## config.mk

```make
export PLATFORM = sky130hd
export DESIGN_NAME = sel_decoder_n
export DESIGN_NICKNAME = d
export VERILOG_FILES = /design/src/rtl/sel_decoder_n.sv
export SDC_FILE = /design/constraint.sdc
export NUM_CORES = 1
export LEC_CHECK = 0
export CORE_UTILIZATION = 40
export CTS_BUF_LIST = sky130_fd_sc_hd__clkbuf_16
export CTS_CLUSTER_SIZE = 24
export DETAILED_ROUTE_END_ITERATION = 7
export PLACE_DENSITY_LB_ADDON = 0.05
export SYNTH_ARGS = -nofsm -noshare
export SYNTH_HDL_FRONTEND = slang
export SYNTH_SLANG_ARGS = --single-unit
```

## constraint.sdc

```tcl
create_clock -name clk -period 2.15 [get_ports clk]
set_input_delay 0.43 -clock clk [delete_from_list [all_inputs] [get_ports clk]]
set_output_delay 0.43 -clock clk [all_outputs]
set_load 0.02 [all_outputs]
```

## src/rtl/sel_decoder_n.sv

```systemverilog
// -----------------------------------------------------------------------------
// sel_decoder_n
//
// Registered SEL_W-to-2^SEL_W one-hot select decoder for chip-selects,
// LED/column strobes and mux enables. A valid/ready command either latches a
// line (held until replaced) or fires a timed pulse of HOLD_CYCLES cycles.
// An optional auto-scan walks every line in turn, HOLD_CYCLES cycles each.
//
// Build option:
//   DECODER_SCAN_EN  when defined, the SCAN state, step counter and scan_done
//                    are compiled in. When undefined, scan_start is ignored
//                    and scan_done is tied low.
//
// Parameters:
//   SEL_W        select width; output width is 2**SEL_W
//   HOLD_CYCLES  pulse length and per-step scan dwell, 1..255
//   ACTIVE_LOW   1 inverts the output (inactive pattern is all ones)
//
// Ports:
//   clk, rst_n   clock (rising edge), asynchronous active-low reset
//   s            select code
//   in_valid     command valid
//   in_ready     command accepted when in_valid & in_ready at a rising edge
//   mode         0 = latch, 1 = pulse (sampled only on a transfer)
//   en           output gate, masks d combinationally, timers keep running
//   scan_start   single-cycle scan request, honoured only in IDLE
//   d            one-hot (or one-cold) decoded output
//   busy         high while pulsing or scanning
//   scan_done    one-cycle pulse in the first IDLE cycle after a scan
// -----------------------------------------------------------------------------
module sel_decoder_n #(
  parameter int SEL_W       = 3,
  parameter int HOLD_CYCLES = 4,
  parameter bit ACTIVE_LOW  = 1'b0
) (
  input  logic                  clk,
  input  logic                  rst_n,
  input  logic [SEL_W-1:0]      s,
  input  logic                  in_valid,
  output logic                  in_ready,
  input  logic                  mode,
  input  logic                  en,
  input  logic                  scan_start,
  output logic [2**SEL_W-1:0]   d,
  output logic                  busy,
  output logic                  scan_done
);

  localparam int         OUT_W       = 2**SEL_W;
  // Reloading with HOLD_CYCLES-1 and leaving on zero gives exactly
  // HOLD_CYCLES active cycles, including the cycle right after the load.
  localparam logic [7:0] HOLD_RELOAD = 8'(HOLD_CYCLES - 1);

`ifdef DECODER_SCAN_EN
  typedef enum logic [1:0] {ST_IDLE, ST_PULSE, ST_SCAN} state_e;
`else
  typedef enum logic {ST_IDLE, ST_PULSE} state_e;
`endif

  state_e           state_q, state_d;
  logic [OUT_W-1:0] d_q, d_d;
  logic [7:0]       cnt_q, cnt_d;
  logic             scan_go;
  logic             take;

`ifdef DECODER_SCAN_EN
  localparam logic [SEL_W-1:0] LAST_STEP = SEL_W'(OUT_W - 1);

  logic [SEL_W-1:0] step_q, step_d;
  logic             scan_done_q, scan_done_d;

  assign scan_go   = scan_start;
  assign scan_done = scan_done_q;
`else
  logic unused_scan_start;

  assign unused_scan_start = scan_start;
  assign scan_go           = 1'b0;
  assign scan_done         = 1'b0;
`endif

  // A scan request in IDLE wins over a command; dropping ready here keeps the
  // command pending instead of silently discarding it.
  assign in_ready = (state_q == ST_IDLE) && !scan_go;
  assign busy     = (state_q != ST_IDLE);
  assign take     = in_valid && in_ready;

  assign d = en ? (ACTIVE_LOW ? ~d_q : d_q) : {OUT_W{ACTIVE_LOW}};

  always_comb begin
    // NOTE: every signal gets its hold value first so no path through the
    // case below can leave one unassigned and infer a latch.
    state_d = state_q;
    d_d     = d_q;
    cnt_d   = cnt_q;
`ifdef DECODER_SCAN_EN
    step_d      = step_q;
    scan_done_d = 1'b0;
`endif
    case (state_q)
      ST_IDLE: begin
`ifdef DECODER_SCAN_EN
        if (scan_go) begin
          state_d = ST_SCAN;
          step_d  = '0;
          cnt_d   = HOLD_RELOAD;
          d_d     = OUT_W'(1);
        end else
`endif
        if (take) begin
          d_d = OUT_W'(1) << s;
          if (mode) begin
            cnt_d   = HOLD_RELOAD;
            state_d = ST_PULSE;
          end
        end
      end
      ST_PULSE: begin
        if (cnt_q == 8'd0) begin
          d_d     = '0;
          state_d = ST_IDLE;
        end else begin
          cnt_d = cnt_q - 8'd1;
        end
      end
`ifdef DECODER_SCAN_EN
      ST_SCAN: begin
        if (cnt_q != 8'd0) begin
          cnt_d = cnt_q - 8'd1;
        end else if (step_q == LAST_STEP) begin
          d_d         = '0;
          state_d     = ST_IDLE;
          scan_done_d = 1'b1;
        end else begin
          step_d = step_q + SEL_W'(1);
          cnt_d  = HOLD_RELOAD;
          d_d    = OUT_W'(1) << step_d;
        end
      end
`endif
      default: state_d = ST_IDLE;
    endcase
  end

  // NOTE: state registers use non-blocking assignments so every register
  // samples the pre-edge values, independent of block evaluation order.
  always_ff @(posedge clk or negedge rst_n) begin
    if (!rst_n) begin
      state_q <= ST_IDLE;
      d_q     <= '0;
      cnt_q   <= 8'd0;
`ifdef DECODER_SCAN_EN
      step_q      <= '0;
      scan_done_q <= 1'b0;
`endif
    end else begin
      state_q <= state_d;
      d_q     <= d_d;
      cnt_q   <= cnt_d;
`ifdef DECODER_SCAN_EN
      step_q      <= step_d;
      scan_done_q <= scan_done_d;
`endif
    end
  end

endmodule

```

# Yosys cells after proc, flatten, opt, wreduce, memory -nomap -nowiden

Cells that the tools add are included.

$add $sub $neg: 1
Multiply operators: 0
Divide/modulo/power cells: 0
Order comparisons: 0
Equal/unequal tests: 4
Shift-type cells: 1
Mux-type cells: 12
Bitwise logic cells: 1
Reductions and logical operators: 4

Operators with widths:

| cell                | number |
|---|---|
| $mux 8              | 6 |
| $pmux 8 s2          | 2 |
| $logic_not 8->1     | 1 |
| $shl 1x3->8 const A | 1 |
| $sub 8x1->8 const B | 1 |
| $ne 2x1->1 const B  | 3 |
| $mux 1              | 3 |
| $reduce_and 3->1    | 1 |
| $ne 2x2->1 const B  | 1 |
| $pmux 1 s2          | 1 |
| $reduce_and 2->1    | 1 |
| $logic_and 1x1->1   | 1 |
| $not 1->1           | 1 |

Register bits after elaboration: 17
Latch bits: 0
RAM bits: 0
Bits in read-only memories: 0
Input port bits: 9
Output and inout port bits: 11
Word-level logic and storage cells: 26
Memories kept: 0

# Longest topological paths before layout

Depth after elaboration: 4
Mapped depth: 5

# Worst setup path after synthesis

Ideal clock, no wire load.

Path type: register -> register
Start point: register state_q, in the netlist busy
End point: register cnt_q[7]
Library setup time: 0.079 ns
Arrival time: 1.461 ns
Setup slack: 0.609 ns
Cell stages (with the launch flop): 4
Buffers on the path: 0
Clock period less this slack: 1.541 ns
Cell sequence: dfrtp_1 > or4b_4 > nor4_1 > mux2i_1

Cells in the longest elaborated chain, start to end: 4
Elaborated cells on any way between the ends: 7

Ends and longest elaborated chain:

| what                              | RTL line | text |
|---|---|---|
| start: declaration                | 60       | `state_e state_q, state_d;` |
| start signal: assignment          | 157      | `state_q <= state_d;` |
| $not 1->1                         | n/a      |  |
| $logic_and 1x1->1                 | 86       | `assign take = in_valid && in_ready;` |
| $ne 2x1->1 (no source line)       | n/a      |  |
| $reduce_and 3->1 (no source line) | n/a      |  |
| end signal: assignment            | 159      | `cnt_q <= cnt_d;` |
| end: declaration                  | 62       | `logic [7:0] cnt_q, cnt_d;` |

Several ways; a longest one is shown, not always the timed one.
A chain may end at the register's enable or synchronous reset.

# Worst setup path after layout

Start point: input en
End point: output d[4]

Cells in the longest elaborated chain, start to end: 1

Ends and longest elaborated chain:

| what               | RTL line | text |
|---|---|---|
| start: declaration | 42       | `input logic en,` |
| $mux 8             | 88       | `assign d = en ? (ACTIVE_LOW ? ~d_q : d_q) : {OUT_W{ACTIVE_LOW}};` |
| end: declaration   | 44       | `output logic [2**SEL_W-1:0] d,` |

No other way between the ends.

==> flow_metrics.tcl <==
set metrics [dict create \
    outcome "finished clean" \
    timing.hold.ws_ns 0.484 \
    critPathLaunchType "primary input" \
    critPathMaxFanout 8 \
    layout.filler_cells 181 \
    power_density_nw_per_um2 1350 \
    worst-r2r-cell-count 5 \
    synth_most_common_cell "sky130_fd_sc_hd__dfrtp_1" \
    grt_start_max_net_pins 18 \
    port_buffers 17 \
    max_freq_mhz 522 \
    drive_gt1_share_pct 7.84 \
    drv_slew 0 \
    synthesis.instances 82 \
    globalRoute.totalOverflow 0 \
    yosysUniqueCellTypes 29 \
    power.leakage_nw 0.555 \
    final-hold-violation-count 0 \
    min_path_type "register to register" \
    synth-seq-cells 17 \
    synth_largest_area_cell "sky130_fd_sc_hd__dfrtp_1" \
    cap_violations 0 \
    setup.worst_path.class "primary input to output pin" \
    timing.critical_path.slowest_stage_cell "sky130_fd_sc_hd__clkdlybuf4s50_1" \
    start_util_pct 43.8 \
    detailed_route_via_count 683 \
    core-area_sq_um 2000 \
    cts-hold-fix-buffers 0 \
    cp.required_ns 1.72 \
    grt.total_usage_pct 17.5 \
    dr.first_iter.drc_count 9 \
    min_from "d_q[7]" \
    fin_cells 129 \
    synth_seq_area_share_pct 48.6 \
    synth_nets 92 \
    slew_headroom_pct 55.9 \
    synth_top_flop_cell "sky130_fd_sc_hd__dfrtp_1" \
    worstReg2RegStart "cnt_q[0]" \
    setup_viol 0 \
    total_detailed_routing_wirelength_um 1700 \
    postLayoutCellArea_sq_um 1150 \
    fin_skew_ns 0.00197 \
    cts.root.buffer_cell "sky130_fd_sc_hd__clkbuf_16" \
    detail_route.vias_per_cell 5.29 \
    cp.arrival_ns 1.49 \
    die_height_um 48.8 \
    ys_top_cells_by_area "sky130_fd_sc_hd__dfrtp_1 49%, sky130_fd_sc_hd__and2_1 6.4%, sky130_fd_sc_hd__a22o_1 6.0%" \
    final_antenna_net_count 0 \
    tightestPinTransition_ns 0.658 \
    synthDominantCellAreaShare_pct 48.6 \
    post_synth.cell_area_avg_sq_um 10.7 \
    power.total_mw 1.55 \
    route.detailed.wl_per_inst_um 13.2 \
    grt_setup_unrepaired "no" \
    worstPathBufferInverterCount 2 \
    die-area_sq_um 2380 \
    dp_cells 125 \
    final_critical_path_setup_slack_ns 0.233 \
    cell_by_cell_listing_of_the_critical_path "clkdlybuf4s50_1 > and2_1 > dlygate4sd2_1" \
    number_of_detailed_routing_iterations_run_before_antenna_repair 4 \
    grt_antenna_before_repair 0 \
    cts-buffers-inserted 3 \
    min_path_cells 1 \
    num_antenna_cells 0 \
    clk_pin_slew_ns 0.05 \
    netlist_area_sq_um 876 \
    number_of_enable_type_register_cells_in_the_synthesized_netlist 0 \
    clock_tree_from_tritoncts "yes" \
    worstSetupEndpointType "output pin" \
    design.portCount 20 \
    design.final.nets 113 \
    post_placement_worst_setup_slack_ns -0.0610 \
    post-route-min-period_ns 1.92 \
    number_of_drc_violations_after_detailed_routing 0 \
    h_tree_depth 1 \
    cp-startpoint "en" \
    critical-path-top-delay-family "buffers and inverters" \
    grt_pass1_wl_um 3170 \
    place_congestion 0.763 \
    vdd_ir_drop_max_mv 0.734 \
    worst_skew_pair.late_latency_ns 0.25 \
    critical_path_depth 3 \
    asr_flop_ratio_synth_pct 100 \
    yosys_warnings 0 \
    post_synth_most_frequent_cells "17 x sky130_fd_sc_hd__dfrtp_1, 9 x sky130_fd_sc_hd__and2_1, 6 x sky130_fd_sc_hd__a22o_1, 6 x sky130_fd_sc_hd__nand2_1" \
    rows 16 \
    cp_slowest_stage_delay_ns 0.57 \
    cts_max_path_buffers 2 \
    cts_sinks 17 \
    timing.final.crit_share_pct 89.2 \
    post-dp-hpwl_um 1230 \
    grt_pass1_vias 714 \
    dpl_cell_area_sq_um 1080 \
    area_growth_syn_to_layout_pct 30.9 \
    fp.dieW_um 48.8 \
]
==> layout make-up <==
class / instances / area [sq um] / area share (%)
well taps: 27 / 33.8 / 2.95
clock buffers: 3 / 75.1 / 6.55
multi-input cells: 59 / 424 / 37.0
inverters: 4 / 15.0 / 1.31
repair buffers: 18 / 168 / 14.6
clock inverters: 1 / 5.00 / 0.437
flip-flops and latches: 17 / 425 / 37.1
==> sequential cells by signal, summed over array words and instances (netlist names) <==
name,cells
cnt_q,8
busy,1
d_q,8
==> cell families after synthesis <==
group	after synthesis	synth area share [%]
and+or+nand+nor	33	24.6
AOI/OAI and AO/OA	20	17.4
DFF	17	48.6
buffers and inverters	6	3.00
muxes	4	4.57
adders and majority gates	1	1.43
other	1	0.428
==> routing by layer <==
| metal | global-route usage (%) | part of all wire, % |
|---|---|---|
| met1 | 23.8 | 53 |
| met2 | 26.6 | 41 |
| met3 | 2.80 | 3.5 |
| met4 | 9.31 | 2.2 |
| met5 | 0 | 0 |
==> through the flow <==
stage / util (%) / setup TNS [ns]
6_report: 57.3 / 0
3_3_place_gp: 53.8 / -0.269
5_1_grt: 57.3 / 0
2_1_floorplan: - / 0
3_5_place_dp: 53.8 / -0.426
4_1_cts: 57.3 / 0
==> report_power, final <==
group          switching (mW)  leakage (nW)  internal [mW]
registers               0.140         0.218          0.461
logic                   0.280         0.296          0.292
clock network           0.128        0.0409          0.249
total                   0.548         0.555           1.00
==> cells in the final DEF (no fill, tap or decap) <==
cell	instances
sky130_fd_sc_hd__dfrtp_1	17
sky130_fd_sc_hd__clkdlybuf4s50_1	9
sky130_fd_sc_hd__conb_1	1
sky130_fd_sc_hd__dlygate4sd2_1	8
sky130_fd_sc_hd__clkinv_2	1
sky130_fd_sc_hd__a32o_1	2
sky130_fd_sc_hd__clkbuf_16	3
sky130_fd_sc_hd__nor3_1	1
sky130_fd_sc_hd__and3b_2	1
sky130_fd_sc_hd__nor2b_1	3
sky130_fd_sc_hd__a21o_1	2
sky130_fd_sc_hd__ha_1	1
sky130_fd_sc_hd__nand4_1	1
sky130_fd_sc_hd__nor4_1	1
sky130_fd_sc_hd__nand2_1	6
sky130_fd_sc_hd__nand3b_1	1
sky130_fd_sc_hd__a31oi_1	1
sky130_fd_sc_hd__buf_4	1
sky130_fd_sc_hd__nor2_1	4
sky130_fd_sc_hd__a211o_1	3
sky130_fd_sc_hd__and2_1	9
sky130_fd_sc_hd__o31ai_1	1
sky130_fd_sc_hd__a21oi_1	4
sky130_fd_sc_hd__a22o_1	6
sky130_fd_sc_hd__or3_1	2
sky130_fd_sc_hd__nor4bb_1	1
sky130_fd_sc_hd__and2b_1	1
sky130_fd_sc_hd__or4b_4	1
sky130_fd_sc_hd__nor4b_4	1
sky130_fd_sc_hd__inv_1	4
sky130_fd_sc_hd__mux2i_1	4
sky130_fd_sc_hd__o21ai_0	1
==> repair_timing <==
item | CTS | global route
setup buffers | 0 | 0
endpoints found under the setup margin | 8 | 0
resized for setup | 8 | 0
==> final timing paths <==
path                       endpoint  slack (ns)
hold reg to reg              d_q[7]        0.48
min in group asynchronous    d_q[6]        0.51
hold / removal               d_q[7]        0.48
setup / recovery               d[4]        0.23
max in group asynchronous  cnt_q[5]        1.46
setup reg to reg             d_q[0]        0.38
No activity file was read; power rests on OpenSTA's default activity.
